<file path="src/rtl/tmds_decoder.sv">
// TMDS channel decoder with word aligner: finds symbol alignment, then decodes data and control symbols.
// Latency: raw_i captured on edge N appears on the outputs after edge N+2 (offset 0).
// Backpressure: none; one symbol per clk_i, outputs are unqualified (valid_o = 0) while searching.
//
// Ports:
//   clk_i        pixel clock
//   reset        synchronous active-high reset
//   raw_i[9:0]   deserialized channel bits, raw_i[0] earliest, arbitrary word alignment
//   data_o[7:0]  decoded pixel byte (de_o = 1)
//   ctrl_o[1:0]  decoded control bits {c1,c0}, held through data periods
//   de_o         1 = data period, 0 = control period
//   valid_o      data_o/ctrl_o/de_o qualified (aligner locked)
//   locked_o     aligner in LOCKED
//   offset_o     current bit offset into the 20-bit window, 0..9
//   lock_loss_o  LOCKED->SEARCH count, saturating at 255; only counts when
//                TMDS_DECODER_LOCK_LOSS_EN is defined, otherwise tied to 0
module tmds_decoder #(
  parameter int LOCK_COUNT    = 16,
  parameter int SEARCH_WINDOW = 1024,
  parameter int LOSS_TIMEOUT  = 2048
) (
  input  logic       clk_i,
  input  logic       reset,
  input  logic [9:0] raw_i,
  output logic [7:0] data_o,
  output logic [1:0] ctrl_o,
  output logic       de_o,
  output logic       valid_o,
  output logic       locked_o,
  output logic [3:0] offset_o,
  output logic [7:0] lock_loss_o
);

  localparam int RUN_W = (LOCK_COUNT + 1 > 1) ? $clog2(LOCK_COUNT + 1) : 1;
  localparam int WIN_W = (SEARCH_WINDOW > 1) ? $clog2(SEARCH_WINDOW) : 1;
  localparam int TMO_W = (LOSS_TIMEOUT > 1) ? $clog2(LOSS_TIMEOUT) : 1;

  localparam logic [RUN_W-1:0] RUN_LOCK = RUN_W'(LOCK_COUNT);
  localparam logic [WIN_W-1:0] WIN_LAST = WIN_W'(SEARCH_WINDOW - 1);
  localparam logic [TMO_W-1:0] TMO_LAST = TMO_W'(LOSS_TIMEOUT - 1);

  typedef enum logic {
    SEARCH = 1'b0,
    LOCKED = 1'b1
  } state_t;

  state_t           state;
  logic [19:0]      window;
  logic [RUN_W-1:0] run_cnt;
  logic [WIN_W-1:0] win_cnt;
  logic [TMO_W-1:0] tmo_cnt;

  logic [9:0] sym;
  logic       is_ctrl;
  logic [1:0] ctrl_val;
  logic [7:0] q;
  logic [7:0] dec;
  logic       lock_now;
  logic       win_exp;
  logic       loss_now;
  logic       locked_next;

  // Older word sits in window[9:0]; a non-zero offset borrows the low bits of the newer word.
  assign sym = window[offset_o +: 10];

  always_comb begin
    is_ctrl  = 1'b1;
    ctrl_val = 2'b00;
    case (sym)
      10'h354: ctrl_val = 2'b00;
      10'h0AB: ctrl_val = 2'b01;
      10'h154: ctrl_val = 2'b10;
      10'h2AB: ctrl_val = 2'b11;
      default: is_ctrl  = 1'b0;
    endcase
  end

  // TMDS stage-2 undo (sym[9]) then transition-minimised undo (sym[8] selects XOR/XNOR).
  always_comb begin
    q      = sym[9] ? ~sym[7:0] : sym[7:0];
    dec    = '0;
    dec[0] = q[0];
    for (int i = 1; i < 8; i++) begin
      dec[i] = sym[8] ? (q[i] ^ q[i-1]) : ~(q[i] ^ q[i-1]);
    end
  end

  // Lock takes priority over a window expiry landing on the same edge.
  assign lock_now    = (state == SEARCH) && (run_cnt == RUN_LOCK);
  assign win_exp     = (state == SEARCH) && (win_cnt == WIN_LAST);
  assign loss_now    = (state == LOCKED) && !is_ctrl && (tmo_cnt == TMO_LAST);
  assign locked_next = lock_now || ((state == LOCKED) && !loss_now);

  assign locked_o = (state == LOCKED);

  always_ff @(posedge clk_i) begin
    if (reset) begin
      state    <= SEARCH;
      window   <= '0;
      offset_o <= '0;
      run_cnt  <= '0;
      win_cnt  <= '0;
      tmo_cnt  <= '0;
      data_o   <= '0;
      ctrl_o   <= '0;
      de_o     <= 1'b0;
      valid_o  <= 1'b0;
    end else begin
      window <= {raw_i, window[19:10]};

      case (state)
        SEARCH: begin
          if (lock_now) begin
            state   <= LOCKED;
            tmo_cnt <= '0;
          end else if (win_exp) begin
            offset_o <= (offset_o == 4'd9) ? 4'd0 : offset_o + 4'd1;
            win_cnt  <= '0;
            run_cnt  <= '0;
          end else begin
            win_cnt <= win_cnt + 1'b1;
            // run_cnt never passes RUN_LOCK: reaching it forces lock_now next edge.
            run_cnt <= is_ctrl ? run_cnt + 1'b1 : '0;
          end
        end
        LOCKED: begin
          if (loss_now) begin
            state   <= SEARCH;
            run_cnt <= '0;
            win_cnt <= '0;
          end else begin
            tmo_cnt <= is_ctrl ? '0 : tmo_cnt + 1'b1;
          end
        end
        default: state <= SEARCH;
      endcase

      // Qualify with the state being entered so valid_o tracks locked_o edge for edge.
      if (locked_next) begin
        valid_o <= 1'b1;
        if (is_ctrl) begin
          de_o   <= 1'b0;
          ctrl_o <= ctrl_val;
          data_o <= '0;
        end else begin
          de_o   <= 1'b1;
          data_o <= dec;
        end
      end else begin
        valid_o <= 1'b0;
        de_o    <= 1'b0;
        ctrl_o  <= '0;
        data_o  <= '0;
      end
    end
  end

`ifdef TMDS_DECODER_LOCK_LOSS_EN
  logic [7:0] loss_cnt;

  always_ff @(posedge clk_i) begin
    if (reset) begin
      loss_cnt <= '0;
    end else if (loss_now && (loss_cnt != 8'hFF)) begin
      loss_cnt <= loss_cnt + 8'd1;
    end
  end

  assign lock_loss_o = loss_cnt;
`else
  assign lock_loss_o = 8'h00;
`endif

endmodule

</file>
<file path="config.mk">
export PLATFORM = sky130hd
export DESIGN_NAME = tmds_decoder
export DESIGN_NICKNAME = d
export VERILOG_FILES = /design/src/rtl/tmds_decoder.sv
export SDC_FILE = /design/constraint.sdc
export NUM_CORES = 1
export LEC_CHECK = 0
export ABC_AREA = 1
export CORE_MARGIN = 2
export CORE_UTILIZATION = 60
export CTS_CLUSTER_DIAMETER = 60
export DETAILED_ROUTE_END_ITERATION = 10
export DONT_BUFFER_PORTS = 1
export HOLD_SLACK_MARGIN = 0.15
export PLACE_DENSITY = 0.82
export SLEW_MARGIN = 20
export SYNTH_ARGS = -nofsm -noshare
export SYNTH_HDL_FRONTEND = slang
export SYNTH_SLANG_ARGS = --single-unit
</file>
<file path="constraint.sdc">
create_clock -name clk_i -period 3.61 [get_ports clk_i]
set_input_delay 0.722 -clock clk_i [delete_from_list [all_inputs] [get_ports clk_i]]
set_output_delay 0.722 -clock clk_i [all_outputs]
set_load 0.005 [all_outputs]
</file>
==> out/results.md, run 1 <==
| Step | Metric | This run |
|---|---|---|
| run status | Result of the run | finished clean |
| pwr | Peak VDD IR | 0.3272 mV |
| synthesis | Mean Syn Cell Area | 6.564 um^2 |
| die | Die Footprint | 6999 um^2 |
| clock network | Number of cells upsized or downsized after cts | 0 |
| sta | Clock skew after layout | 8.067 ps |
| synthesis | Count leader, synth | sky130_fd_sc_hd__nand2_1 |
| worst hold path | Type of the most critical hold path | register to register |
| sta | Total count of hold-check failures in the final report | 0 |
| sta | Final Hold Slack | 448.4 ps |
| drt | Length of the first detailed-routing pass in iterations | 5 |
| global routing | Via count of the first global-routing pass | 3254 |
| synthesis | FF+latch count, synth | 63 |
| setup path | Worst path cell trace | buf_4, nand2_1, o21ai_0, nand2_1, nand3_1, nand2_1, o21ai_1, ha_1, nand2_1, nor2_1, nand2_8, nand3_4, nand2_8, inv_2, nand2_1, nand2_1, nor2_1 |
| pwr | Static leakage power | 1.910 nW |
| finish | Filler Cells Inserted | 547 |
| synthesis | Post-synth EDFFs | 0 |
| global routing | GRT Overall Usage | 0.2452 |
| global routing | Wire length of the first global-routing pass | 14320 um |
| clock network | CTS H-Tree Depth | 3 |
| setup path | Number of buffers and inverters on the critical path | 2 |
| global routing | Antenna violations before repair | 0 |
| clock network | CTS Sinks | 63 |
| setup path | Kind of cell with the highest combined delay on the critical path | simple AND/OR/NAND/NOR gates |
| synthesis | Most used flip-flop cell after synthesis | sky130_fd_sc_hd__dfxtp_1 |
| clock network | Setup fix buffers added after clock tree synthesis | 0 |
| setup path | Crit-path max cell delay | 630 ps |
| synthesis | Top cell type's share of synthesized area | 0.3313 |
| drt | Count of antenna-violating nets left after detailed routing | 0 |
| sta | Final cycle utilization of the critical path | 0.8757 |
| sta | RSZ-0062 raised after global routing | no |
| clock network | Number of buffers between clock root and the deepest sink | 2 |
| setup path | Capturing element type of the critical path | register |
| finish | N_diodes | 0 |
| setup path | Critical path data required time | 3850 ps |
| pwr | Power per standard cell area | 420.4 nW/um^2 |
| sta | TNS Setup | 0 ps |
| place | Post-DP HPWL | 5866 um |
| place | Number of buffers inserted by port buffering | 0 |
| die | IO Count | 37 |
| global routing | GRT Residual Overflow | 0 |
| die | FP Rows | 29 |
| drt | Total wirelength of the detailed-routed design | 8306 um |
| die | Die Wd | 83.66 um |
| sta | Final setup violating endpoints | 0 |
| clock network | TritonCTS clock tree | built |
| sta | Achievable frequency | 0.3163 GHz |
| sta | Min Tclk post-route | 3161 ps |
| setup path | Data arrival time of the critical path | 3400 ps |
| setup path | Type of element launching the critical path | register |
| finish | Final net count | 598 |
| synthesis | Asr flop ratio synth | 0 |
| die | Height of the chip | 83.66 um |
| clock network | Root cell of the clock tree | sky130_fd_sc_hd__clkbuf_8 |
| global routing | Largest net degree at the start of global routing | 40 |
| setup path | CP Max Fanout | 27 |
| synthesis | Fraction of the yosys area taken by sequential cells | 0.3313 |
| place | Weighted congestion reported at the end of routability-driven placement | 0.8766 |
| clock network | Clock transition at path regs | 80 ps |
| sta | Number of pins exceeding their max-slew limit in the final report | 0 |
| drt | Via-per-instance ratio | 5.479 |
| drt | Average wire per standard cell | 12.66 um |
| synthesis | Ranking of synthesized cells by instance count | 144 x sky130_fd_sc_hd__nand2_1, 76 x sky130_fd_sc_hd__inv_1, 72 x sky130_fd_sc_hd__nand3_1, 64 x sky130_fd_sc_hd__nor2_1, 63 x sky130_fd_sc_hd__dfxtp_1 |
| synthesis | Syn Std Cell Area | 3807 um^2 |
| finish | Final core occ | 0.6482 |
| drt | DRC errors left | 0 |
| synthesis | Library cells used by synthesis | 37 |
| job | Max-Cap Viols | 0 |
| die | Effective utilization at floorplan | 0.6101 |
| synthesis | Top area cells in the synthesized netlist | sky130_fd_sc_hd__dfxtp_1 33%, sky130_fd_sc_hd__nand2_1 14%, sky130_fd_sc_hd__nand3_1 9.5% |
| clock network | Hold-fix buffers at CTS | 0 |
| synthesis | Cell taking the most area after synthesis | sky130_fd_sc_hd__dfxtp_1 |
| clock network | Number of buffers created by CTS | 9 |
| drt | Sum of met3 wire segment lengths after detailed routing | 561 um |
| drt | Via count of the routed design | 3594 |
| clock network | Insertion delay of the later-clocked pin in the worst-skew pair | 340 ps |
| synthesis | Number of cells produced by synthesis | 580 |
| drt | Iteration-0 DRC Markers | 377 |
| finish | Area overhead of the layout relative to synthesis | 6.244% |
| drt | Routed metal-1 wire length | 3840 um |
| drt | Total met2 wirelength after detailed routing | 3771 um |
| die | Area of the core region | 6241 um^2 |
| pwr | Sum of internal, switching and leakage power | 0.001701 W |
| setup path | Top cell by count, worst path | sky130_fd_sc_hd__nand2_1 |
| setup path | R2R Setup Slk | 450 ps |
| finish | Fraction of final layout cells with drive strength greater than 1 | 0.07599 |
| synthesis | Total number of yosys warnings | 0 |
| setup path | Library cell contributing the largest single delay on the critical path | sky130_fd_sc_hd__dfxtp_1 |
| drt | Uppermost metal layer occupied by signal nets | met4 |
| setup path | Critical path class | register to register |
==> area by class of cell <==
cell class	count	area [um^2]	area share
flip-flops and latches	63	1261	0.3118
well taps	77	96.34	0.02382
inverters	80	300.3	0.07423
clock buffers	10	137.6	0.03402
clock inverters	6	115.1	0.02846
repair buffers	5	37.54	0.009279
multi-input cells	415	2097	0.5184
==> per-layer routing <==
| metal | vias to the layer above | GRT usage |
|---|---|---|
| met2 | 143 | 0.3956 |
| met4 | 0 | 0.09091 |
| met3 | 17 | 0.05440 |
| met5 | - | 0 |
| met1 | 1613 | 0.3218 |
| li1 | 1821 | - |
==> placed cells by master, fill, tap and decap left out, types with 2 or more instances in the layout <==
| cell type | n |
|---|---|
| sky130_fd_sc_hd__xor2_1 | 8 |
| sky130_fd_sc_hd__dfxtp_1 | 63 |
| sky130_fd_sc_hd__bufinv_16 | 3 |
| sky130_fd_sc_hd__inv_2 | 4 |
| sky130_fd_sc_hd__a21oi_1 | 24 |
| sky130_fd_sc_hd__nand3_1 | 72 |
| sky130_fd_sc_hd__conb_1 | 8 |
| sky130_fd_sc_hd__o21ai_1 | 5 |
| sky130_fd_sc_hd__nand4_1 | 14 |
| sky130_fd_sc_hd__buf_4 | 5 |
| sky130_fd_sc_hd__nand2_2 | 3 |
| sky130_fd_sc_hd__xnor2_1 | 4 |
| sky130_fd_sc_hd__nand2_8 | 3 |
| sky130_fd_sc_hd__nor3_1 | 8 |
| sky130_fd_sc_hd__nand2_1 | 144 |
| sky130_fd_sc_hd__o21ai_0 | 21 |
| sky130_fd_sc_hd__nand3_2 | 2 |
| sky130_fd_sc_hd__inv_1 | 76 |
| sky130_fd_sc_hd__o211ai_1 | 4 |
| sky130_fd_sc_hd__nand2_4 | 2 |
| sky130_fd_sc_hd__ha_1 | 12 |
| sky130_fd_sc_hd__nor2_1 | 64 |
| sky130_fd_sc_hd__clkbuf_8 | 10 |
| sky130_fd_sc_hd__or2_2 | 5 |
| sky130_fd_sc_hd__o31ai_1 | 2 |
==> flip-flops by register name, summed over array words and instances, names as in the netlist <==
signal,flops
ctrl_o,2
data_o,8
de_o,1
locked_o,1
offset_o,4
run_cnt,5
tmo_cnt,11
valid_o,1
win_cnt,10
window,20
==> path summary, 6_finish.rpt <==
path,startpoint,end,cells after the start
worst min register to register,window[13]$_SDFF_PP0_,window[3]$_SDFF_PP0_,2
worst max register to register,offset_o[0]$_SDFFE_PP0P_,tmo_cnt[3]$_SDFFE_PP0P_,17
worst max-delay path,offset_o[0]$_SDFFE_PP0P_,tmo_cnt[3]$_SDFFE_PP0P_,17
worst min-delay path,window[13]$_SDFF_PP0_,window[3]$_SDFF_PP0_,2
==> cell families (layout without fill, tap and decap cells) <==
logic type      after synthesis  count (layout)  synth area share
compound gates               59              59           0.08380
xor+xnor                     12              12           0.02760
fa+ha+maj                    12              12           0.03943
buf+inv                     109             101            0.1249
flops                        63              63            0.3313
other cells                   1               8         0.0009849
simple gates                324             324            0.3921
==> power breakdown <==
group / switching [W] / internal [W]
sequential: 0.0000281 / 0.000727
clock: 0.000295 / 0.000481
combinational: 0.000111 / 0.0000582
==> through the flow <==
stage | setup slack, ps | cells | instance area, um^2
global placement | 573.4 | 640 | 3792
floorplan | 1123 | 587 | 3834
finish | 448.8 | 656 | 4045
global route | 110.9 | 656 | 4045
CTS | 488.0 | 656 | 4045
detailed placement | 520.9 | 640 | 3792
==> worst min-delay path, stage by stage (launching register included) <==
cell                      delay (ps)
sky130_fd_sc_hd__dfxtp_1         330
sky130_fd_sc_hd__inv_1            50
sky130_fd_sc_hd__nor2_1           30
Note: power is estimated with default switching activity, not from simulation.
==> inputs of run 2 (changes only) <==
CORE_UTILIZATION = 55   (was 60)
PLACE_DENSITY = 0.76   (was 0.82)
==> run 2 against run 1 <==
- register-to-register slack improved by 170 ps
- clock skew about the same
- routed wire length decreased by 2.0%
- first-iteration DRC count decreased by 15%
- sequential power about the same
- clock-buffer cell count increased by 2
- via count decreased by 3.7%
- die area increased by 8.6%
- power decreased by 9.1%
- core utilization decreased by 5.7 points
- flip-flop and latch count unchanged
- hold slack got worse by 9.3 ps
==> out/results.md, run 2 (same netlist as run 1, synthesis figures left out) <==
| Step | Metric | This run | Change |
|---|---|---|---|
| drt | Via-per-instance ratio | 5.261 | -4.0% |
| clock network | TritonCTS clock tree | built |  |
| drt | Average wire per standard cell | 12.36 um | -2.3% |
| finish | Area overhead of the layout relative to synthesis | 4.896% |  |
| setup path | Critical path class | register to register |  |
| die | Height of the chip | 87.20 um | +4.2% |
| setup path | Capturing element type of the critical path | register |  |
| finish | Combined flip-flop and latch cell area | 1261 um^2 | unchanged |
| sta | Total count of hold-check failures in the final report | 0 | unchanged |
| finish | Biggest registers after layout | window x20, tmo_cnt x11, win_cnt x10 |  |
| drt | Uppermost metal layer occupied by signal nets | met4 |  |
| sta | Final setup violating endpoints | 0 | unchanged |
| clock network | Clock transition at path regs | 70 ps | about the same |
| run status | Result of the run | finished clean |  |
| sta | TNS Setup | 0 ps | unchanged |
| drt | Routed metal-1 wire length | 3868 um | +0.73% |
| sta | Min Tclk post-route | 2991 ps | -169.7 ps |
| global routing | GRT Overall Usage | 0.2284 | -0.01678 |
| pwr | Static leakage power | 1.886 nW | -1.3% |
| sta | RSZ-0062 raised after global routing | no |  |
| die | Die Wd | 87.20 um | +4.2% |
| sta | Final cycle utilization of the critical path | 0.8287 | -0.04702 |
| finish | Filler Cells Inserted | 648 | +18% |
| die | IO Count | 37 | unchanged |
| clock network | CTS Sinks | 63 | unchanged |
| global routing | Antenna violations before repair | 0 | unchanged |
| sta | Clock skew after layout | 8.145 ps | +0.07763 ps |
| setup path | Data arrival time of the critical path | 3270 ps | -130 ps |
| sta | Achievable frequency | 0.3343 GHz | +5.7% |
| drt | Iteration-0 DRC Markers | 321 | -15% |
| worst hold path | Type of the most critical hold path | register to register |  |
| die | Area of the core region | 6756 um^2 | +8.3% |
| global routing | Largest net degree at the start of global routing | 40 | unchanged |
| clock network | Setup fix buffers added after clock tree synthesis | 0 | unchanged |
| finish | Most frequent standard cell in the layout excluding fill and tap cells | sky130_fd_sc_hd__nand2_1 |  |
| global routing | Via count of the first global-routing pass | 3058 | -6.0% |
| clock network | Insertion delay of the later-clocked pin in the worst-skew pair | 340 ps | about the same |
| place | Weighted congestion reported at the end of routability-driven placement | 0.9221 | +5.2% |
| pwr | Power per standard cell area | 387.3 nW/um^2 | -7.9% |
| die | FP Rows | 30 | +3.4% |
| die | Effective utilization at floorplan | 0.5635 | -0.04655 |
| clock network | Root cell of the clock tree | sky130_fd_sc_hd__clkbuf_8 |  |
| finish | Fraction of final layout cells with drive strength greater than 1 | 0.07266 | -0.003329 |
| sta | Number of pins exceeding their max-slew limit in the final report | 0 | unchanged |
| finish | Final core occ | 0.5911 | -0.05704 |
| drt | Total met2 wirelength after detailed routing | 3673 um | -2.6% |
| finish | Area of the multi-input gates | 2097 um^2 | unchanged |
| pwr | Peak VDD IR | 0.2295 mV | -30% |
| clock network | Number of cells upsized or downsized after cts | 0 | unchanged |
| drt | Sum of met3 wire segment lengths after detailed routing | 484 um | -14% |
| drt | Total wirelength of the detailed-routed design | 8136 um | -2.0% |
| clock network | Number of buffers between clock root and the deepest sink | 2 | unchanged |
| clock network | Number of buffers created by CTS | 9 | unchanged |
| drt | Count of antenna-violating nets left after detailed routing | 0 | unchanged |
| finish | Most frequent cells in the layout | 144 x sky130_fd_sc_hd__nand2_1, 76 x sky130_fd_sc_hd__inv_1, 72 x sky130_fd_sc_hd__nand3_1 |  |
| finish | N_diodes | 0 | unchanged |
| die | Die Footprint | 7604 um^2 | +8.6% |
| sta | Final Hold Slack | 439.1 ps | -9.284 ps |
| finish | Biggest register | window |  |
| global routing | GRT Residual Overflow | 0 | unchanged |
| finish | Final standard cell count with taps included and fillers excluded | 658 | +0.30% |
| drt | Length of the first detailed-routing pass in iterations | 5 | unchanged |
| place | Post-DP HPWL | 5848 um | -0.30% |
| setup path | CP Max Fanout | 30 | +11% |
| finish | Largest register FFs | 20 | unchanged |
| drt | Via count of the routed design | 3462 | -3.7% |
| setup path | Critical path data required time | 3890 ps | +40 ps |
| clock network | Hold-fix buffers at CTS | 0 | unchanged |
| clock network | CTS H-Tree Depth | 3 | unchanged |
| drt | DRC errors left | 0 | unchanged |
| job | Max-Cap Viols | 0 | unchanged |
| global routing | Wire length of the first global-routing pass | 13690 um | -4.4% |
| setup path | Type of element launching the critical path | register |  |
| place | Placed cell count | 643 | +0.47% |
| finish | Final net count | 598 | unchanged |
| place | Number of buffers inserted by port buffering | 0 | unchanged |
## run 2: report_power, final
group	switching [W]	internal [W]
registers	0.0000288	0.000728
logic	0.000110	0.0000582
clock network	0.000270	0.000352
total	0.000409	0.00114
## run 2: path summary, 6_finish.rpt
kind | from | endpoint | slack (ps) | cells after the start
setup / recovery | offset_o[0]$_SDFFE_PP0P_ | data_o[0]$_SDFF_PP0_ | 620 | 18
hold / removal | window[13]$_SDFF_PP0_ | window[3]$_SDFF_PP0_ | 440 | 2
setup reg to reg | offset_o[0]$_SDFFE_PP0P_ | data_o[0]$_SDFF_PP0_ | 620 | 18
hold reg to reg | window[13]$_SDFF_PP0_ | window[3]$_SDFF_PP0_ | 440 | 2
## run 2: critical path, stage by stage, from the launching register on
cell and delay, ps:
sky130_fd_sc_hd__dfxtp_1 440, sky130_fd_sc_hd__buf_4 300, sky130_fd_sc_hd__nand2_1 80, sky130_fd_sc_hd__o21ai_0 160
sky130_fd_sc_hd__nand2_1 120, sky130_fd_sc_hd__nand3_1 90, sky130_fd_sc_hd__nand2_1 60, sky130_fd_sc_hd__nand2_1 60
sky130_fd_sc_hd__nand3_1 140, sky130_fd_sc_hd__inv_1 130, sky130_fd_sc_hd__ha_1 160, sky130_fd_sc_hd__nand2_1 50
sky130_fd_sc_hd__nor2_1 280, sky130_fd_sc_hd__nand2_8 100, sky130_fd_sc_hd__nand3_4 190, sky130_fd_sc_hd__nand2_8 180
sky130_fd_sc_hd__nor2_8 150, sky130_fd_sc_hd__nand2_4 90, sky130_fd_sc_hd__nor2_1 110
## run 2: layout make-up
type | instances | share of cell area
timing repair buffer | 5 | 0.009398
tap | 80 | 0.02506
clock inverter | 3 | 0.01065
inverter | 80 | 0.07519
sequential | 63 | 0.3158
multi-input combinational | 415 | 0.5251
clock buffer | 12 | 0.03885
## run 2: per-layer routing
metal / GRT usage / vias to the layer above
li1: - / 1816
met1: 0.3073 / 1524
met2: 0.3588 / 111
met3: 0.05498 / 11
met4: 0.07832 / 0
met5: 0 / -
## run 2: stage by stage
step	setup slack, ps	instance area (um^2)	total power, W
4_1_cts	620.8	3994	0.001552
6_report	618.6	3994	0.001547
3_3_place_gp	764.1	3796	0.0009327
3_5_place_dp	680.1	3796	0.0009378
5_1_grt	244.9	3994	0.001621
2_1_floorplan	1123	3834	0.0009131
